<file path="config.mk">
export PLATFORM = sky130hd
export DESIGN_NAME = param_register_block
export DESIGN_NICKNAME = d
export VERILOG_FILES = /design/src/rtl/param_register_block.sv
export SDC_FILE = /design/constraint.sdc
export NUM_CORES = 2
export LEC_CHECK = 0
export CORE_ASPECT_RATIO = 1.1
export CORE_MARGIN = 8
export CORE_UTILIZATION = 32
export DETAILED_ROUTE_END_ITERATION = 12
export DONT_BUFFER_PORTS = 1
export MAX_ROUTING_LAYER = met4
export PLACE_DENSITY = 0.48
export SLEW_MARGIN = 20
export SYNTH_ARGS = -nofsm -noshare
export SYNTH_HDL_FRONTEND = slang
export SYNTH_SLANG_ARGS = --single-unit
</file>
<file path="constraint.sdc">
create_clock -name clk -period 4.8 [get_ports clk]
set_input_delay 0.96 -clock clk [delete_from_list [all_inputs] [get_ports clk]]
set_output_delay 0.96 -clock clk [all_outputs]
set_load 0.01 [all_outputs]
</file>
<file path="src/rtl/param_register_block.sv">
// Parametrised register file: two combinational read ports, one clocked
// write port with word/byte/halfword modes, same-cycle write-to-read
// forwarding, optional hardwired zero register and a sequenced bulk clear.
module param_register_block #(
  parameter int DATA_WIDTH  = 32,
  parameter int ADDR_WIDTH  = 5,
  parameter bit ZERO_REG_EN = 1'b1
) (
  input  logic                  clk,
  input  logic                  rst_n,
  input  logic [ADDR_WIDTH-1:0] read_reg1,
  input  logic [ADDR_WIDTH-1:0] read_reg2,
  output logic [DATA_WIDTH-1:0] read_data1,
  output logic [DATA_WIDTH-1:0] read_data2,
  input  logic [ADDR_WIDTH-1:0] write_reg,
  input  logic [DATA_WIDTH-1:0] write_data,
  input  logic                  regWrite,
  input  logic [1:0]            write_mode,
  input  logic                  clear_req,
  output logic                  busy,
  output logic                  write_dropped
);
  localparam int DEPTH = 1 << ADDR_WIDTH;

  typedef enum logic {IDLE, CLEAR} state_t;

  logic [DATA_WIDTH-1:0] regs [DEPTH];
  state_t                state;
  logic [ADDR_WIDTH-1:0] cnt;
  logic                  zero_wr;
  logic                  wr_acc;
  logic [DATA_WIDTH-1:0] merged;

  assign zero_wr = ZERO_REG_EN && (write_reg == '0);
  assign wr_acc  = regWrite && (state == IDLE) && !zero_wr;

  // New register value: low field replaced per mode, upper bits kept
  always_comb begin
    merged = regs[write_reg];
    case (write_mode)
      2'b01:   merged[7:0]  = write_data[7:0];
      2'b10:   merged[15:0] = write_data[15:0];
      default: merged       = write_data;
    endcase
  end

  // Read port 1: array, forwarded write, then zero-register override
  always_comb begin
    read_data1 = regs[read_reg1];
    if (wr_acc && read_reg1 == write_reg) read_data1 = merged;
    if (ZERO_REG_EN && read_reg1 == '0)   read_data1 = '0;
  end

  // Read port 2: same rules, forwarded independently of port 1
  always_comb begin
    read_data2 = regs[read_reg2];
    if (wr_acc && read_reg2 == write_reg) read_data2 = merged;
    if (ZERO_REG_EN && read_reg2 == '0)   read_data2 = '0;
  end

  // Register array: accepted writes in IDLE, one entry zeroed per CLEAR cycle
  always_ff @(posedge clk or negedge rst_n) begin
    if (!rst_n) begin
      for (int i = 0; i < DEPTH; i++) regs[i] <= '0;
    end else begin
      if (wr_acc)          regs[write_reg] <= merged;
      if (state == CLEAR)  regs[cnt]       <= '0;
    end
  end

  // Clear sequencer with registered busy / write_dropped outputs
  always_ff @(posedge clk or negedge rst_n) begin
    if (!rst_n) begin
      state         <= IDLE;
      cnt           <= '0;
      busy          <= 1'b0;
      write_dropped <= 1'b0;
    end else begin
      write_dropped <= regWrite && (state == CLEAR);
      case (state)
        IDLE: begin
          if (clear_req) begin
            state <= CLEAR;
            cnt   <= '0;
            busy  <= 1'b1;
          end
        end
        CLEAR: begin
          if (&cnt) begin
            state <= IDLE;
            cnt   <= '0;
            busy  <= 1'b0;
          end else begin
            cnt <= cnt + 1'b1;
          end
        end
        default: state <= IDLE;
      endcase
    end
  end
endmodule
</file>
# Word-level counts from Yosys, hierarchy flattened
# Index checks and enable logic that the tools add are counted.
dict set report word_totals {
  ff_bits 1032
  inputBits 53
  word_cells 101
}
dict set report classes {
  n_reduce_logical 14
  n_addsub 1
  n_mux 31
  order_cmp 6
  n_eq_ne 6
  bitwise_logic 7
}
# operator n
set op_table {}
lappend op_table {{1024-bit 2-to-1 mux} 2}
lappend op_table {{1024-bit AND} 1}
lappend op_table {{1024-bit bitwise mux} 1}
lappend op_table {{1024-bit NOT} 1}
lappend op_table {{32-bit binary-select mux with 5-bit select} 3}
lappend op_table {{32-bit 2-to-1 mux} 12}
lappend op_table {{32-bit demux with 5-bit select} 2}
lappend op_table {{6-bit >= comparator (second input constant)} 4}
lappend op_table {{5-bit NOT with 6-bit output} 4}
lappend op_table {{16-bit 2-to-1 mux} 1}
lappend op_table {{5-bit zero test} 3}
lappend op_table {{6-bit by 1-bit less-than comparator with 1-bit output (second input constant)} 2}
lappend op_table {{5-bit == test} 2}
lappend op_table {{5-bit 2-to-1 mux} 2}
lappend op_table {{5-bit one-hot mux with 2 select lines} 1}
lappend op_table {{8-bit 2-to-1 mux} 1}
lappend op_table {{1-bit logical AND} 7}
lappend op_table {{5-bit by 1-bit adder with 5-bit output (second input constant)} 1}
lappend op_table {{5-bit AND reduction} 1}
lappend op_table {{1-bit 2-to-1 mux} 4}
lappend op_table {{1-bit one-hot mux with 2 select lines} 2}
lappend op_table {{2-bit by 1-bit == test with 1-bit output (second input constant)} 1}
lappend op_table {{2-bit == test (second input constant)} 1}
lappend op_table {{2-bit by 1-bit inequality test with 1-bit output (second input constant)} 1}
lappend op_table {{5 further kinds} 5}

# Longest topological paths before layout
dict set report logic_depth {
  depth_word 9
  depth_mapped 11
}

# Worst setup path before layout
# No wires, ideal clock.
dict set report synth_timing {
  kind {input to output}
  startpoint {in read_reg1[0]}
  endpoint {out read_data1[30]}
  setup_slack_ns 0.815
  cell_stages 7
  arrival_time_ns 3.025
  path_buffers 2
  path_cell_list {buf_2 clkbuf_1 mux4_2 mux4_2 a22oi_1 nor2_1 a21o_1}
}
dict set report synth_between {
  elab_chain_cells 6
}
# element line_no
set synth_rtl {}
lappend synth_rtl {{start: declaration} 11} ;# input logic [ADDR_WIDTH-1:0] read_reg1,
lappend synth_rtl {{5-bit NOT with 6-bit output (implied by the code)} 49} ;# read_data1 = regs[read_reg1];
lappend synth_rtl {{32-bit binary-select mux with 5-bit select} 49}
lappend synth_rtl {{32-bit 2-to-1 mux (implied by the code) (2 in series)} 49}
lappend synth_rtl {{32-bit 2-to-1 mux} 50} ;# if (wr_acc && read_reg1 == write_reg) read_data1 = merged;
lappend synth_rtl {{32-bit 2-to-1 mux *} 51} ;# if (ZERO_REG_EN && read_reg1 == '0) read_data1 = '0;
lappend synth_rtl {{end: declaration} 13} ;# output logic [DATA_WIDTH-1:0] read_data1,
# Every way passes the cells marked *; elsewhere a longest branch is shown, timed or not. The select of a mux whose other input is x is not followed.

# Final worst setup path
dict set report layout_timing {
  startpoint {in write_reg[1]}
  endpoint {out read_data1[22]}
}
dict set report layout_between {
  elab_chain_cells 7
}
# element line_no
set layout_rtl {}
lappend layout_rtl {{start: declaration} 15} ;# input logic [ADDR_WIDTH-1:0] write_reg,
lappend layout_rtl {{5-bit NOT with 6-bit output (implied by the code)} 39} ;# merged = regs[write_reg];
lappend layout_rtl {{32-bit binary-select mux with 5-bit select} 39}
lappend layout_rtl {{32-bit 2-to-1 mux (implied by the code) (2 in series)} 39}
lappend layout_rtl {{16-bit 2-to-1 mux} 40} ;# case (write_mode)
lappend layout_rtl {{32-bit 2-to-1 mux *} 50}
lappend layout_rtl {{32-bit 2-to-1 mux *} 51}
# Marks and branches as above.

==> flow_summary.json <==
{
  "status": "finished with violations",
  "violations": "max-slew violations, negative setup slack",
  "setup_violations": 1,
  "final_util": 0.365,
  "synthSimpleGateAreaFrac": 0.0754,
  "finalCriticalPeriod_ns": 4.83,
  "fill_cells": 18700,
  "seq_area_frac_synth": 0.416,
  "grt_util_all_layers": 0.291,
  "grt_pass1_vias": 51100,
  "post_synth_num_cell_types": 78,
  "async_reset_ff_frac": 1.00,
  "synth_mux_area_frac": 0.287,
  "antenna_found_initial": 19,
  "ioPinCount": 119,
  "vias": 52400,
  "ctsRootBufferMaster": "clkbuf_16",
  "synth.largest_area_cell": "dfrtp_1",
  "setup.worst_path.class": "input pin to output port",
  "synth_top_family_by_area": "multiplexers",
  "synthTopCellsByArea": "dfrtp_1 (42%), mux4_2 (23%), a22o_1 (9.7%)",
  "cts.sinks": 1032,
  "ant_nets": 0,
  "cts_tree": "yes",
  "route.detailed.drc": 0,
  "die_area_um2": 208000,
  "synth_compound_area_frac": 0.176,
  "power_density_nw_per_um2": 382,
  "die_w_um": 436,
  "postPlaceCellArea_um2": 65600,
  "clk_path_buf_depth": 3,
  "drive_gt1_frac": 0.258,
  "endpoint_kind": "output port",
  "dp_hpwl_um": 178000,
  "worstMarginPinSlew_ns": 1.51,
  "reg2reg_to": "regs[358]$_DFF_PN0_",
  "drt-total-wl_um": 311000,
  "first_pass_iters": 6,
  "hold_viol_final": 0,
  "rows": 169,
  "cp.arrival_ns": 3.87,
  "overflow": 0,
  "timing.rr.start": "state$_DFF_PN0_",
  "fin_ws_ns": -0.0300,
  "ys.flop_type": "dfrtp_1",
  "finalCritPeriodShare": 1.01,
  "vdd_drop_max_mv": 0.338,
  "fmax_mhz": 207,
  "area_growth_pct": 13.4,
  "max-cap-violations": 0,
  "relSlewSlack": -0.00396,
  "synth_area_per_cell_um2": 12.3,
  "synth_top_area_share": 0.416,
  "avgRoutedWirePerCell_um": 40.8,
  "crit_path_start": "write_reg[1]",
  "r2r_slack_ns": 1.26,
  "gp_congestion": 0.931,
  "numCtsBuffers": 121,
  "synthCells": 5067,
  "via_per_inst": 6.86,
  "synthTopCellsByCount": "dfrtp_1 (1,032), a22o_1 (686), mux4_2 (645), nand2_1 (641), a21oi_1 (301)",
  "fin_worst_skew_ns": 0.0435,
  "register_area_um2": 25800,
  "worstSkewPairLatency_ns": 0.81,
  "crit_path_start_kind": "input pin",
  "cts_max_level": 3,
  "synth_nets": 5126,
  "stdcell_count": 7637,
  "netlist_area_um2": 62100,
  "grt_max_degree": 278,
  "grt_pass1_wl_um": 423000,
  "layout.nets": 5003,
  "start_util": 0.322,
  "core-area_um2": 193000,
  "multi_input_area_um2": 34200,
  "cts_hold_buf": 0,
  "yosys_warnings": 0,
  "synth_fa_ha_area_frac": 0.00121,
  "final_max_slew_viol_count": 17,
  "yosysMostFrequentCell": "dfrtp_1",
  "cp_max_fo": 273,
  "synth-xor-area-share": 0.00141,
  "fin_area_um2": 70400,
  "ys_ff_latch": 1032,
  "dr.first_iter.drc_count": 7780,
  "required_ns": 3.84,
  "reg2reg_depth": 7,
  "fp.dieH_um": 478,
  "clkTransAtPathRegs_ns": 0.06,
  "hp-class": "input pin to async pin",
  "synth_edf_count": 0,
  "port_buffers": 0,
  "p_leak_nw": 30.1,
  "placedCellCount": 7367
}
[worst max path at each step]
stage	end	slack (ns)	cells after the start
after detailed placement	read_data2[24]	0.19	9
after floorplan	read_data1[30]	0.82	7
final	read_data1[22]	-0.03	6
after global placement	read_data2[24]	0.26	9
after global routing	read_data1[8]	-0.004	9
after CTS	read_data2[24]	0.05	7
[sequential cells by signal (all words and copies together) (netlist names)]
register       flops
regs            1024
cnt                5
busy               1
state              1
write_dropped      1
[cell type report]
type	count	share of cell area
Antenna cell	23	0.000818
Inverter	24	0.00128
Multi-Input combinational cell	3467	0.485
Clock buffer	179	0.0508
Timing Repair Buffer	298	0.0402
Tap cell	2565	0.0456
Clock inverter	49	0.00900
Sequential cell	1032	0.367
[critical path, stage by stage]
cell	delay, ns
mux2i_1	0.82
a22oi_1	0.14
a211oi_1	0.46
a32oi_2	0.27
buf_4	0.27
a21o_1	0.23
[routing by layer]
metal / track usage / wire (µm) / up-vias
met4: 0.159 / 21300 / 0
met5: - / 0 / -
met3: 0.0850 / 37300 / 972
met2: 0.415 / 135000 / 4079
li1: - / - / 19700
met1: 0.371 / 118000 / 27700
[stage by stage]
stage	hold WS, ns	worst slack [ns]	setup TNS [ns]	power, W
final	0.0394	-0.0300	-0.0300	0.0269
after global routing	0.0610	-0.00374	-0.00626	0.0276
after CTS	0.0413	0.0461	0	0.0265
after detailed placement	0.491	0.188	0	0.0166
after global placement	0.484	0.255	0	0.0165
after floorplan	0.467	0.815	0	0.0144
[cell usage in the layout, fill, tap and decap left out, types with 22 or more instances in the layout]
| cell | n |
|---|---|
| a22o_1 | 686 |
| clkbuf_8 | 31 |
| o21ai_0 | 36 |
| mux2_2 | 37 |
| and3_1 | 70 |
| a221oi_1 | 34 |
| o22ai_1 | 22 |
| nor2_1 | 109 |
| mux2i_1 | 289 |
| dfrtp_1 | 1032 |
| clkbuf_1 | 26 |
| buf_4 | 258 |
| a22oi_1 | 105 |
| a21o_1 | 71 |
| mux4_2 | 645 |
| diode_2 | 23 |
| nand3_1 | 51 |
| clkinv_2 | 25 |
| a21oi_1 | 301 |
| nor2b_1 | 22 |
| clkbuf_16 | 133 |
| nor2_4 | 51 |
| nand2_1 | 637 |
| and2_1 | 43 |
[power breakdown]
part	switching, W	internal (W)
clock	0.00424	0.00575
combinational	0.00347	0.00261
sequential	0.00108	0.00973
[logic make-up (layout without fill, tap and decap cells)]
group / count (synthesis) / count (layout)
other: 0 / 23
xor gates and xnor gates: 10 / 10
adders and majority gates: 6 / 6
and+or+nand+nor: 1069 / 1069
buffers and inverters: 568 / 550
DFF: 1032 / 1032
AOI/OAI and AO/OA: 1411 / 1411
muxes: 971 / 971
[repair_timing]
item,in CTS,in global routing
buffers inserted,0,0
endpoints found under the setup margin,0,64
gates resized for setup,0,12
Note: power is estimated with default switching activity, not from simulation.
